**config.mk**
```make
export PLATFORM = sky130hd
export DESIGN_NAME = ntt_bram_seq_flat
export DESIGN_NICKNAME = d
export VERILOG_FILES = /design/src/rtl/ntt_bram_seq_if.sv /design/src/rtl/ntt_bram_seq.sv /design/src/flat_wrapper.sv
export SDC_FILE = /design/constraint.sdc
export NUM_CORES = 1
export LEC_CHECK = 0
export BUFFER_PORTS_ARGS = -buffer_cell sky130_fd_sc_hd__buf_2
export CAP_MARGIN = 15
export CORE_AREA = 2 2 109 111
export DETAILED_ROUTE_END_ITERATION = 10
export DIE_AREA = 0 0 111 113
export SKIP_LAST_GASP = 1
export SLEW_MARGIN = 5
export SYNTH_ARGS = -nofsm -noshare
export SYNTH_HDL_FRONTEND = slang
export SYNTH_SLANG_ARGS = --single-unit
```
**constraint.sdc**
```tcl
create_clock -name clk -period 2.75 [get_ports clk]
set_clock_uncertainty 0.15 [all_clocks]
set_input_delay 0.275 -clock clk [delete_from_list [all_inputs] [get_ports clk]]
set_output_delay 0.275 -clock clk [all_outputs]
set_load 0.01 [all_outputs]
```
**src/rtl/ntt_bram_seq_if.sv**
```systemverilog
// Host, NTT-core and BRAM-port signals of the NTT pass sequencer.
// The sequencer takes the slave view; the environment takes the master view.
interface ntt_bram_seq_if;
   logic        start;
   logic        in_valid;
   logic [63:0] in_data;
   logic        in_ready;
   logic        core_start;
   logic        core_done;
   logic        out_valid;
   logic [63:0] out_data;
   logic        busy;
   logic        done;
   logic        error;
   logic [11:0] BRAM_addr;
   logic        BRAM_clk;
   logic [63:0] BRAM_din;
   logic [63:0] BRAM_dout;
   logic        BRAM_en;
   logic        BRAM_rst;
   logic        BRAM_we;

   modport slave (
      input  start, in_valid, in_data, core_done, BRAM_dout,
      output in_ready, core_start, out_valid, out_data, busy, done,
      output error, BRAM_addr, BRAM_clk, BRAM_din, BRAM_en,
      output BRAM_rst, BRAM_we
   );

   modport master (
      output start, in_valid, in_data, core_done, BRAM_dout,
      input  in_ready, core_start, out_valid, out_data, busy, done,
      input  error, BRAM_addr, BRAM_clk, BRAM_din, BRAM_en,
      input  BRAM_rst, BRAM_we
   );
endinterface

```
**src/rtl/ntt_bram_seq.sv**
```systemverilog
// One NTT pass: load coefficients into BRAM, kick the core,
// wait for completion, then stream the results back out.
module ntt_bram_seq #(
   parameter int NUM_WORDS  = 64,
   parameter int BASE_ADDR  = 0,
   parameter int ADDR_SHIFT = 2,
   parameter int READ_LAT   = 1,
   parameter int TIMEOUT    = 65535
) (
   input logic          clk,
   input logic          rst,
   ntt_bram_seq_if.slave bus
);

   typedef enum logic [2:0] {
      S_IDLE, S_LOAD, S_RUN, S_READ, S_FLUSH, S_DONE
   } state_t;

   localparam int CW = $clog2(NUM_WORDS + 1);
   localparam int TW = $clog2(TIMEOUT + 1);
   localparam logic [CW-1:0] LAST  = CW'(NUM_WORDS - 1);
   localparam logic [TW-1:0] TLAST = TW'(TIMEOUT - 1);
   localparam logic [READ_LAT-1:0] TAP = READ_LAT'(1) << (READ_LAT - 1);

   state_t              state_q, state_d;
   logic [CW-1:0]       cnt_q, cnt_d;
   logic [TW-1:0]       tcnt_q, tcnt_d;
   logic [READ_LAT-1:0] vld_q, vld_d;
   logic                err_q, err_d;
   logic                wr, rd;
   logic [11:0]         addr;

   assign addr = 12'((BASE_ADDR + int'(cnt_q)) << ADDR_SHIFT);

   assign bus.BRAM_clk = clk;
   assign bus.BRAM_rst = ~rst;

   always_ff @(posedge clk or negedge rst) begin
      if (!rst) begin
         state_q <= S_IDLE;
         cnt_q   <= '0;
         tcnt_q  <= '0;
         vld_q   <= '0;
         err_q   <= 1'b0;
      end else begin
         state_q <= state_d;
         cnt_q   <= cnt_d;
         tcnt_q  <= tcnt_d;
         vld_q   <= vld_d;
         err_q   <= err_d;
      end
   end

   always_comb begin
      state_d = state_q;
      cnt_d   = cnt_q;
      tcnt_d  = tcnt_q;
      err_d   = err_q;
      vld_d   = (vld_q << 1) | READ_LAT'(rd);
      unique case (state_q)
         S_IDLE: begin
            if (bus.start) begin
               state_d = S_LOAD;
               cnt_d   = '0;
               err_d   = 1'b0;
            end
         end
         S_LOAD: begin
            if (bus.in_valid) begin
               if (cnt_q == LAST) begin
                  state_d = S_RUN;
                  cnt_d   = '0;
                  tcnt_d  = '0;
               end else begin
                  cnt_d = cnt_q + CW'(1);
               end
            end
         end
         S_RUN: begin
            tcnt_d = tcnt_q + TW'(1);
            // core_done is blind during the core_start cycle
            if (tcnt_q != '0 && bus.core_done) begin
               state_d = S_READ;
            end else if (tcnt_q == TLAST) begin
               err_d   = 1'b1;
               state_d = S_DONE;
            end
         end
         S_READ: begin
            if (cnt_q == LAST) state_d = S_FLUSH;
            else               cnt_d   = cnt_q + CW'(1);
         end
         S_FLUSH: begin
            // leave once only the beat on the output tap remains
            if ((vld_q & ~TAP) == '0) state_d = S_DONE;
         end
         S_DONE:  state_d = S_IDLE;
         default: state_d = S_IDLE;
      endcase
   end

   always_comb begin
      wr             = 1'b0;
      rd             = 1'b0;
      bus.in_ready   = 1'b0;
      bus.core_start = 1'b0;
      bus.done       = 1'b0;
      unique case (state_q)
         S_LOAD: begin
            bus.in_ready = 1'b1;
            wr           = bus.in_valid;
         end
         S_RUN:   bus.core_start = (tcnt_q == '0);
         S_READ:  rd = 1'b1;
         S_DONE:  bus.done = 1'b1;
         default: ;
      endcase
      bus.BRAM_en   = wr | rd;
      bus.BRAM_we   = wr;
      bus.BRAM_addr = (wr | rd) ? addr : 12'd0;
      bus.BRAM_din  = wr ? bus.in_data : 64'd0;
      bus.out_valid = |(vld_q & TAP);
      bus.out_data  = bus.out_valid ? bus.BRAM_dout : 64'd0;
      bus.busy      = (state_q != S_IDLE);
      bus.error     = err_q;
   end

endmodule

```
**src/flat_wrapper.sv**
```systemverilog
// flat-port wrapper written by rule: the top's interface ports become plain ports
module ntt_bram_seq_flat 
#(
   parameter int NUM_WORDS  = 64,
   parameter int BASE_ADDR  = 0,
   parameter int ADDR_SHIFT = 2,
   parameter int READ_LAT   = 1,
   parameter int TIMEOUT    = 65535
)
  (clk, rst, bus_start, bus_in_valid, bus_in_data, bus_core_done, bus_BRAM_dout, bus_in_ready, bus_core_start, bus_out_valid, bus_out_data, bus_busy, bus_done, bus_error, bus_BRAM_addr, bus_BRAM_clk, bus_BRAM_din, bus_BRAM_en, bus_BRAM_rst, bus_BRAM_we);
  ntt_bram_seq_if bus_i ();
  input logic clk;
  input logic rst;
  input wire logic [$bits(bus_i.start)-1:0] bus_start;
  input wire logic [$bits(bus_i.in_valid)-1:0] bus_in_valid;
  input wire logic [$bits(bus_i.in_data)-1:0] bus_in_data;
  input wire logic [$bits(bus_i.core_done)-1:0] bus_core_done;
  input wire logic [$bits(bus_i.BRAM_dout)-1:0] bus_BRAM_dout;
  output wire logic [$bits(bus_i.in_ready)-1:0] bus_in_ready;
  output wire logic [$bits(bus_i.core_start)-1:0] bus_core_start;
  output wire logic [$bits(bus_i.out_valid)-1:0] bus_out_valid;
  output wire logic [$bits(bus_i.out_data)-1:0] bus_out_data;
  output wire logic [$bits(bus_i.busy)-1:0] bus_busy;
  output wire logic [$bits(bus_i.done)-1:0] bus_done;
  output wire logic [$bits(bus_i.error)-1:0] bus_error;
  output wire logic [$bits(bus_i.BRAM_addr)-1:0] bus_BRAM_addr;
  output wire logic [$bits(bus_i.BRAM_clk)-1:0] bus_BRAM_clk;
  output wire logic [$bits(bus_i.BRAM_din)-1:0] bus_BRAM_din;
  output wire logic [$bits(bus_i.BRAM_en)-1:0] bus_BRAM_en;
  output wire logic [$bits(bus_i.BRAM_rst)-1:0] bus_BRAM_rst;
  output wire logic [$bits(bus_i.BRAM_we)-1:0] bus_BRAM_we;
  assign bus_i.start = bus_start;
  assign bus_i.in_valid = bus_in_valid;
  assign bus_i.in_data = bus_in_data;
  assign bus_i.core_done = bus_core_done;
  assign bus_i.BRAM_dout = bus_BRAM_dout;
  assign bus_in_ready = bus_i.in_ready;
  assign bus_core_start = bus_i.core_start;
  assign bus_out_valid = bus_i.out_valid;
  assign bus_out_data = bus_i.out_data;
  assign bus_busy = bus_i.busy;
  assign bus_done = bus_i.done;
  assign bus_error = bus_i.error;
  assign bus_BRAM_addr = bus_i.BRAM_addr;
  assign bus_BRAM_clk = bus_i.BRAM_clk;
  assign bus_BRAM_din = bus_i.BRAM_din;
  assign bus_BRAM_en = bus_i.BRAM_en;
  assign bus_BRAM_rst = bus_i.BRAM_rst;
  assign bus_BRAM_we = bus_i.BRAM_we;
  ntt_bram_seq #(.NUM_WORDS(NUM_WORDS), .BASE_ADDR(BASE_ADDR), .ADDR_SHIFT(ADDR_SHIFT), .READ_LAT(READ_LAT), .TIMEOUT(TIMEOUT)) u_core (.clk(clk), .rst(rst), .bus(bus_i));
endmodule
```
# Yosys cells after proc, flatten, opt, wreduce, memory -nomap -nowiden

Cells that the tools add are included.

$add $sub $neg: 2
Equality and inequality tests: 15
Muxes and demuxes: 27
Bitwise logic cells: 2
Reductions and logical operators: 12

Operator list:

| kind                                                                    | number |
|---|---|
| 64-bit two-way mux                                                      | 2 |
| 16-bit two-way mux                                                      | 2 |
| 16-bit one-hot mux with 2 select lines                                  | 1 |
| 7-bit two-way mux                                                       | 4 |
| 7-bit one-hot mux with 3 select lines                                   | 1 |
| 3-bit two-way mux                                                       | 6 |
| 16-bit by 1-bit adder with 16-bit output, second input constant         | 1 |
| 16-bit == test, second input constant                                   | 1 |
| 16-bit logical NOT                                                      | 1 |
| 16-bit nonzero test                                                     | 1 |
| 3-bit one-hot mux with 5 select lines                                   | 1 |
| 9-bit two-way mux                                                       | 1 |
| 1-bit two-way mux                                                       | 8 |
| 2-bit inequality test, second input constant                            | 4 |
| 4-bit AND reduction                                                     | 2 |
| 7-bit by 1-bit adder with 7-bit output, second input constant           | 1 |
| 7-bit by 6-bit == test with 1-bit output, second input constant         | 1 |
| 3-bit by 2-bit == test with 1-bit output, second input constant         | 2 |
| 3-bit == test, second input constant                                    | 2 |
| 2-bit by 1-bit inequality test with 1-bit output, second input constant | 3 |
| 3-bit nonzero test                                                      | 2 |
| 5-bit AND reduction                                                     | 1 |
| 2-bit nonzero test                                                      | 2 |
| 3-bit by 1-bit == test with 1-bit output, second input constant         | 1 |
| other kinds (7)                                                         | 7 |

Register bits: 28
Bits of input ports: 133
Output and inout bits: 150
Logic and storage cells: 63

# Depth between registers and ports, before layout

Gate-level depths: netlist (run 1).

Depth in word-level cells: 4
Gate-level depth with buffers: 7
Depth with buffers taken out: 7

==> results of run 1 <==
power by group:
group | switching, mW | total, mW | internal (mW)
combinational | 0.311 | 0.586 | 0.275
clock | 0.174 | 0.591 | 0.418
sequential | 0.0620 | 0.513 | 0.451
synthesized netlist by cell type (2+ instances only):
master and instances:
a21oi_1 5, and2_1 70, and3_1 65, and3b_1 2, buf_2 2, buf_4 6, clkbuf_1 23, dfrtp_1 28
ha_1 4, inv_1 11, mux2i_1 2, nand2_1 18, nand2b_1 3, nand3_1 6, nand3b_1 2, nand4_1 7
nand4b_1 2, nor2_1 25, nor3_1 9, nor4_1 3, o21ai_0 5, o21ai_1 2, o31a_1 2, or3_1 3
xnor2_1 6, xor2_1 7
sequential cells by signal (all words and copies together) (netlist names):
name,flops
u_core.state_q,3
u_core.bus.error,1
u_core.tcnt_q,16
u_core.bus.out_valid,1
u_core.cnt_q,7
path summary, 6_finish.rpt:
path	endpoint	depth (start not counted)	slack, ns
setup reg to reg	u_core.cnt_q[5]	5	0.46
hold reg to reg	u_core.bus.error	2	0.34
max in group asynchronous	u_core.cnt_q[4]	3	1.88
min in group asynchronous	u_core.tcnt_q[12]	3	0.29
setup / recovery	bus_BRAM_din[0]	4	0.20
hold / removal	u_core.state_q[0]	3	0.13
per-layer routing:
layer	vias up	global-route usage	wire length, um
li1	1708	-	-
met1	1607	0.225	4820
met2	161	0.333	6490
met3	13	0.0343	798
met4	2	0.0608	345
met5	-	0	13
worst max-delay path: stages, from the launching register on:
cell and delay [ns]:
dfrtp_1 0.57, nor3b_4 0.32, buf_4 0.45, and3_1 0.25, buf_2 0.13
through the flow:
stage / std cells / instance area (um2)
finish: 755 / 4320
floorplan: 352 / 2680
global route: 754 / 4310
detailed placement: 746 / 4140
global placement: 746 / 4140
CTS: 754 / 4310
cell type report:
| type | count | area (um2) | share of cell area |
|---|---|---|---|
| multi-input cells | 281 | 1790 | 0.414 |
| repair buffers | 283 | 1440 | 0.333 |
| flip-flops and latches | 28 | 701 | 0.162 |
| well taps | 143 | 179 | 0.0415 |
| clock buffers | 8 | 169 | 0.0391 |
| inverters | 11 | 41.3 | 0.00957 |
| diodes | 1 | 2.50 | 0.000580 |
cells by family (layout without fill, tap and decap cells):
logic type,count (synthesis),count (layout),synth area share
AOI/OAI and AO/OA,28,28,0.0795
xor gates and xnor gates,13,13,0.0428
adders and majority gates,4,4,0.0188
buffers and inverters,43,302,0.0729
DFF,28,28,0.263
muxes,3,3,0.0118
other,1,6,0.00141
and+or+nand+nor,228,228,0.509
==> impl_metrics.ini, run 1 <==
[yosys]
async_flop_share = 1.00
synthFlopType = dfrtp_1
ys_top_cells_by_area = dfrtp_1 26%, and2_1 16%, and3_1 15%, nor2_1 3.5%, clkbuf_1 3.2%
yosys_warnings = 0
synth_edf_count = 0
yosysTopAreaCellShare = 0.263
synth_cells = 348
ys_types = 56
avgSynthCellArea_um2 = 7.64
synth-seq-cells = 28
yosysTopAreaCell = dfrtp_1
yosysSeqAreaShare = 0.263
netlist_area_mm2 = 0.00266

[floorplan]
fp.dieH_um = 113
die_w_um = 111
rows = 39
fp.coreArea_mm2 = 0.0113
initial_core_util = 0.236
ios = 283
dieArea_mm2 = 0.0125

[clock_tree]
clk_latency_ns = 0.37
path_clk_slew_ns = 0.07
cts_setup_buffers = 0
cts_tree = done
postCtsResizedCells = 0
postCtsHoldBufs = 1

[finish]
final_nets = 749
n_fill_cell = 1205
area_delta_synth_final_pct = 62.2
drive_gt1_frac = 0.489
final_cell_mix = 277 x buf_2, 70 x and2_1, 65 x and3_1
final_common_cell = buf_2
final_core_util = 0.383

[power_and_ir_drop]
leakage_nw = 2.62
finalPower_mw = 1.69
p_per_area_mw_per_mm2 = 392
peakVddDrop_uv = 219

[grt]
first_global_vias = 3344
grt_pass1_wl_um = 18600
grt_overflow_total = 0
grt_max_degree = 66
antenna_found_initial = 1
grtUsageTotal = 0.185

[route]
drc = 0
viasPerCell = 4.62
routedWlPerCell_um = 16.5
ant_nets = 0
dr.pass1.iters = 4
first_iter_violations = 273
num_vias = 3491
routed_wl_um = 12500

[timing]
grt_setup_unrepaired = false
relSlewSlack = 0.594
tns_ns = 0
worst_pin_slew_ns = 0.606
setup_viol = 0
layout_setup_ws_ns = 0.199
whs_ns = 0.127
drv_slew = 0
hold_viol_final = 0
clock.fmax_ghz = 0.392
min_period_over_period = 0.928
fin_crit_ns = 2.55

[min_path]
hold_path.class = input pin to flop
min_from = bus_start

[setup_path]
setup.worst_path.class = flop to output pin
crit_path_end_kind = output pin
arrival_ns = 2.13
startpoint_type = flop
timing.rr.start = u_core.state_q[1]
cp_max_fo = 65
worstPathRequired_ns = 2.33
startpoint = u_core.state_q[1]

[place]
place.gp.congestion = 1.01
post-place-ws_ns = 0.504
io_buffers = 277
dp_hpwl_um = 10400

[outcome]
status = completed

[run]
cap_viol_max_count = 0
(Power assumes the default switching activity.)
==> inputs of run 2 (changes only) <==
ABC_AREA = 1   (was default)
CORE_AREA = 2 2 111 113   (was 2 2 109 111)
DIE_AREA = 0 0 113 115   (was 0 0 111 113)
REMOVE_ABC_BUFFERS = 1   (was default)
==> run 2 against run 1 <==
Design area rose by 11%. The flow now finishes with violations (design-rule violations). Utilization up 2.1 points. Combinational power grew to 2.8 times the previous value. Critical path type unchanged. Count of clock-buffer cells in the layout stayed put. Largest cell class unchanged. Die area is 3.6% higher. Worst setup slack improved by 0.14 ns.
==> impl_metrics.ini, run 2 <==
[grt]
first_global_vias = 3359
use_met2 = 0.266
grt_pass1_wl_um = 16500
antenna_found_initial = 1
grt_overflow_total = 0
grt_max_degree = 66
grtUsageTotal = 0.155
grt_use_met1 = 0.206
gr-usage-met3 = 0.0248
busiest_layer = met2

[yosys]
synth_common_cells = 166 x inv_1, 137 x nand2_1, 103 x nor2_1
avgSynthCellArea_um2 = 5.49
synth_cells = 574
synth_edf_count = 0
ys_types = 31
synthFlopType = dfrtp_1
synth-seq-cells = 28
ys_top_cells_by_area = dfrtp_1 22%, inv_1 20%, nand2_1 16%, nor2_1 12%, nand3_1 6.0%
yosys_warnings = 0
yosysTopAreaCellShare = 0.222
netlist_area_mm2 = 0.00315
yosysSeqAreaShare = 0.222
yosysTopAreaCell = dfrtp_1
yosysMostFrequentCell = inv_1
async_flop_share = 1.00

[place]
dp_hpwl_um = 8930
place.gp.congestion = 0.828
io_buffers = 277
placed_area_mm2 = 0.00460

[min_path]
min_from = bus_core_done
whs_endpoint = u_core.bus.error
hold_path.class = input pin to flop
min_path_cells = 4

[route]
viasPerCell = 4.00
drc = 20
routedWlPerCell_um = 11.2
first_iter_violations = 224
num_vias = 3957
routed_wl_um = 11100
dr.pass1.iters = 8
ant_nets = 0

[floorplan]
die_w_um = 113
rows = 40
dieArea_mm2 = 0.0130
initial_core_util = 0.267
fp.dieH_um = 115
fp.coreArea_mm2 = 0.0118
ios = 283

[power_and_ir_drop]
peakVddDrop_uv = 712
netSwitchingFraction = 0.480
power.switching_mw = 1.36
p_comb_frac = 0.578
pwr-share-clk = 0.216
p_int_mw = 1.47
p_per_area_mw_per_mm2 = 592
leakage_nw = 3.54
seqPwrFrac = 0.206

[setup_path]
timing.rr.start = u_core.state_q[1]
crit_path_end_kind = output pin
startpoint_type = flop
r2r_cells = 8
setup.worst_path.class = flop to output pin
rrSetupSlack_ns = 0.87
arrival_ns = 1.99
worstPathRequired_ns = 2.33
r2r-end = u_core.tcnt_q[1]
cp_max_fo = 64

[timing]
tns_ns = 0
min_period_over_period = 0.876
setup_viol = 0
clock.fmax_ghz = 0.415
grt_setup_unrepaired = false
fin_crit_ns = 2.41
relSlewSlack = 0.585
worst_pin_slew_ns = 0.623
hold_viol_final = 0
drv_slew = 0

[clock_tree]
cts_tree = done
clk_latency_ns = 0.37
cts_setup_buffers = 0
path_clk_slew_ns = 0.07

[finish]
fin_area_mm2 = 0.00477
n_antenna_cell = 0
largestRegisters = u_core.tcnt_q x16, u_core.cnt_q x7, u_core.state_q x3
drive_gt1_frac = 0.381
final_nets = 980
final_cell_mix = 277 x buf_2, 166 x inv_1, 137 x nand2_1
regMostFlops = u_core.tcnt_q
final_common_cell = buf_2
area_delta_synth_final_pct = 51.6
largest_reg_flops = 16

[outcome]
status = finished with violations
violations = design-rule violations

[run]
cap_viol_max_count = 0
==> run 2: what timing repair did <==
action,CTS,global route
endpoints found under the hold margin,28,0
setup endpoints to repair,0,64
resized for setup,0,2
hold buffers,1,0
==> run 2: kinds of logic after synthesis <==
group           share of synthesized area
simple gates                        0.422
flops                               0.222
compound gates                     0.0767
buf+inv                             0.256
other cells                       0.00119
xor+xnor                          0.00556
fa+ha+maj                          0.0159
==> run 2: worst max-delay path: stages, from the launching register on <==
cell and delay [ns]:
dfrtp_1 0.57, inv_4 0.08, nand3_2 0.13, nor2_4 0.07
inv_4 0.44, nor2_1 0.10, buf_2 0.17
==> run 2: through the flow <==
| stage | power (mW) | hold slack (ns) | worst slack, ns | utilization | cells |
|---|---|---|---|---|---|
| CTS | 2.87 | 0.0699 | 0.0439 | 0.404 | 989 |
| global route | 3.07 | 0.106 | 0.198 | 0.404 | 989 |
| global placement | 2.26 | 0.200 | 0.422 | 0.389 | 981 |
| detailed placement | 2.26 | 0.207 | 0.454 | 0.389 | 981 |
| floorplan | 1.58 | -0.171 | 0.835 | - | 554 |
| finish | 2.83 | 0.0721 | 0.340 | 0.404 | 989 |
==> run 2: worst max-delay path by stage <==
stage	end	cells past startpoint	startpoint	slack (ns)
floorplan	bus_out_data[0]	2	u_core.bus.out_valid	0.84
global placement	bus_BRAM_din[59]	6	u_core.state_q[1]	0.42
detailed placement	bus_BRAM_din[59]	6	u_core.state_q[1]	0.45
CTS	bus_BRAM_din[59]	6	u_core.state_q[1]	0.04
global route	bus_BRAM_din[12]	6	u_core.state_q[2]	0.20
finish	bus_BRAM_din[59]	6	u_core.state_q[1]	0.34
==> run 2: routing by layer <==
metal | vias up | wire length, um
met5 | - | 13
met2 | 139 | 5230
met1 | 1633 | 4980
met3 | 6 | 827
met4 | 2 | 52
li1 | 2177 | -
==> run 2: area by class of cell <==
class | instances | area [um2]
Clock buffer | 8 | 169
Multi-Input combinational cell | 355 | 1660
Inverter | 171 | 649
Fill cell | 1297 | 7040
Tap cell | 147 | 184
Timing Repair Buffer | 280 | 1410
Sequential cell | 28 | 702
==> run 2: power by group through the flow <==
stage / Sequential (mW) / Clock, mW / Combinational, mW
2_1_floorplan: 0.622 / 0 / 0.961
3_3_place_gp: 0.588 / 0.0220 / 1.65
3_5_place_dp: 0.591 / 0.0220 / 1.65
4_1_cts: 0.581 / 0.633 / 1.65
5_1_grt: 0.598 / 0.646 / 1.83
6_report: 0.583 / 0.611 / 1.63
==> inputs of run 3 (changes only) <==
BUFFER_PORTS_ARGS = default   (was -buffer_cell sky130_fd_sc_hd__buf_2)
CAP_MARGIN = 20   (was 15)
CORE_AREA = 2 2 108 110   (was 2 2 111 113)
DIE_AREA = 0 0 110 112   (was 0 0 113 115)
DONT_BUFFER_PORTS = 1   (was default)
==> run 3 against run 2 <==
Utilization is 11 points lower. Wire length is 2.4% lower. Worst setup slack worse by 0.079 ns. Maximum frequency is 3.2% lower. The run now ends clean. Critical endpoint is now bus_BRAM_din[51].
==> impl_metrics.ini, run 3 (same netlist as run 2, synthesis figures left out) <==
[finish]
area_delta_synth_final_pct = 5.28
final_common_cell = inv_1
largest_reg_flops = 16
final_cell_mix = 166 x inv_1, 137 x nand2_1, 103 x nor2_1
drive_gt1_frac = 0.0728
fin_area_mm2 = 0.00332
final_cells = 706
n_antenna_cell = 0
regMostFlops = u_core.tcnt_q
largestRegisters = u_core.tcnt_q x16, u_core.cnt_q x7, u_core.state_q x3
n_fill_cell = 1274
final_nets = 701

[floorplan]
ios = 283
dieArea_mm2 = 0.0123
rows = 39
initial_core_util = 0.282
die_w_um = 110
fp.coreArea_mm2 = 0.0112
fp.dieH_um = 112

[place]
dp_hpwl_um = 9190
place.gp.congestion = 0.923
io_buffers = 0
placed_area_mm2 = 0.00321
place_inst = 700

[min_path]
min_from = bus_core_done
whs_endpoint = u_core.bus.error
hold_path.class = input pin to flop
min_path_cells = 3

[outcome]
status = completed

[timing]
fin_crit_ns = 2.49
tns_ns = 0
relSlewSlack = 0.362
setup_viol = 0
clock.fmax_ghz = 0.402
drv_slew = 0
min_period_over_period = 0.905
grt_setup_unrepaired = false
worst_pin_slew_ns = 0.956
hold_viol_final = 0

[grt]
grt_pass1_wl_um = 15300
grt_max_degree = 65
antenna_found_initial = 0
first_global_vias = 2732
grt_overflow_total = 0
grtUsageTotal = 0.162

[route]
drc = 0
routed_wl_um = 10800
routedWlPerCell_um = 15.4
ant_nets = 0
num_vias = 3246
first_iter_violations = 234
viasPerCell = 4.60
dr.pass1.iters = 5

[clock_tree]
cts_root_buf = clkbuf_16
cts_buffer_depth = 2
clk_latency_ns = 0.26
path_clk_slew_ns = 0.07
htreeDepth = 1
postCtsHoldBufs = 2
cts.sinks = 28
cts_buffers = 3
cts_setup_buffers = 0
postCtsResizedCells = 0
cts_tree = done

[power_and_ir_drop]
p_per_area_mw_per_mm2 = 669
peakVddDrop_uv = 514
leakage_nw = 2.21

[setup_path]
startpoint = u_core.state_q[1]
startpoint_type = flop
cp_max_fo = 64
worstPathRequired_ns = 2.33
r2r-end = u_core.tcnt_q[14]
timing.rr.start = u_core.state_q[1]
setup.worst_path.class = flop to output pin
r2r_cells = 8
rrSetupSlack_ns = 0.89
crit_path_end_kind = output pin
arrival_ns = 2.06

[run]
cap_viol_max_count = 0
[run 3: how the worst max path moves through the flow]
stage | to | slack (ns) | cells after the start
2_1_floorplan | bus_out_data[0] | 0.84 | 2
3_3_place_gp | bus_BRAM_din[44] | 0.62 | 5
3_5_place_dp | bus_BRAM_din[6] | 0.53 | 4
4_1_cts | bus_BRAM_din[6] | 0.25 | 5
5_1_grt | bus_BRAM_din[7] | 0.02 | 5
6_report | bus_BRAM_din[51] | 0.26 | 5
[run 3: area by class of cell]
class                   count  area (um2)  share of cell area
clock buffers               4        78.8              0.0238
inverters                 171         647               0.195
multi-input cells         355        1660               0.500
flip-flops and latches     28         702               0.212
well taps                 143         179              0.0540
repair buffers              5        52.6              0.0158
[run 3: routing by layer]
layer	global-route usage	share of wire	up-vias
met5	0	0	-
met4	0.00759	0	0
met3	0.0591	0.12	0
met2	0.227	0.41	153
met1	0.248	0.47	1475
li1	-	-	1618
[run 3: through the flow]
step                power, mW  setup slack, ns  hold WS [ns]   util
CTS                      2.23            0.246        0.0761  0.297
finish                   2.22            0.261        0.0740  0.297
floorplan                1.58            0.835        -0.171      -
global route             2.42           0.0248         0.115  0.297
detailed placement       1.87            0.532        -0.170  0.287
global placement         1.86            0.618        -0.170  0.287
[run 3: power breakdown]
group / internal, mW / switching [mW] / total, mW
sequential: 0.476 / 0.113 / 0.589
clock: 0.199 / 0.151 / 0.350
combinational: 0.303 / 0.977 / 1.28
total: 0.978 / 1.24 / 2.22
[run 3: critical path, stage by stage, from the launching register on]
cell and delay (ns):
dfrtp_1 0.58, inv_4 0.08, nand3_2 0.13, nor2_4 0.08
inv_2 0.68, nor2_1 0.20
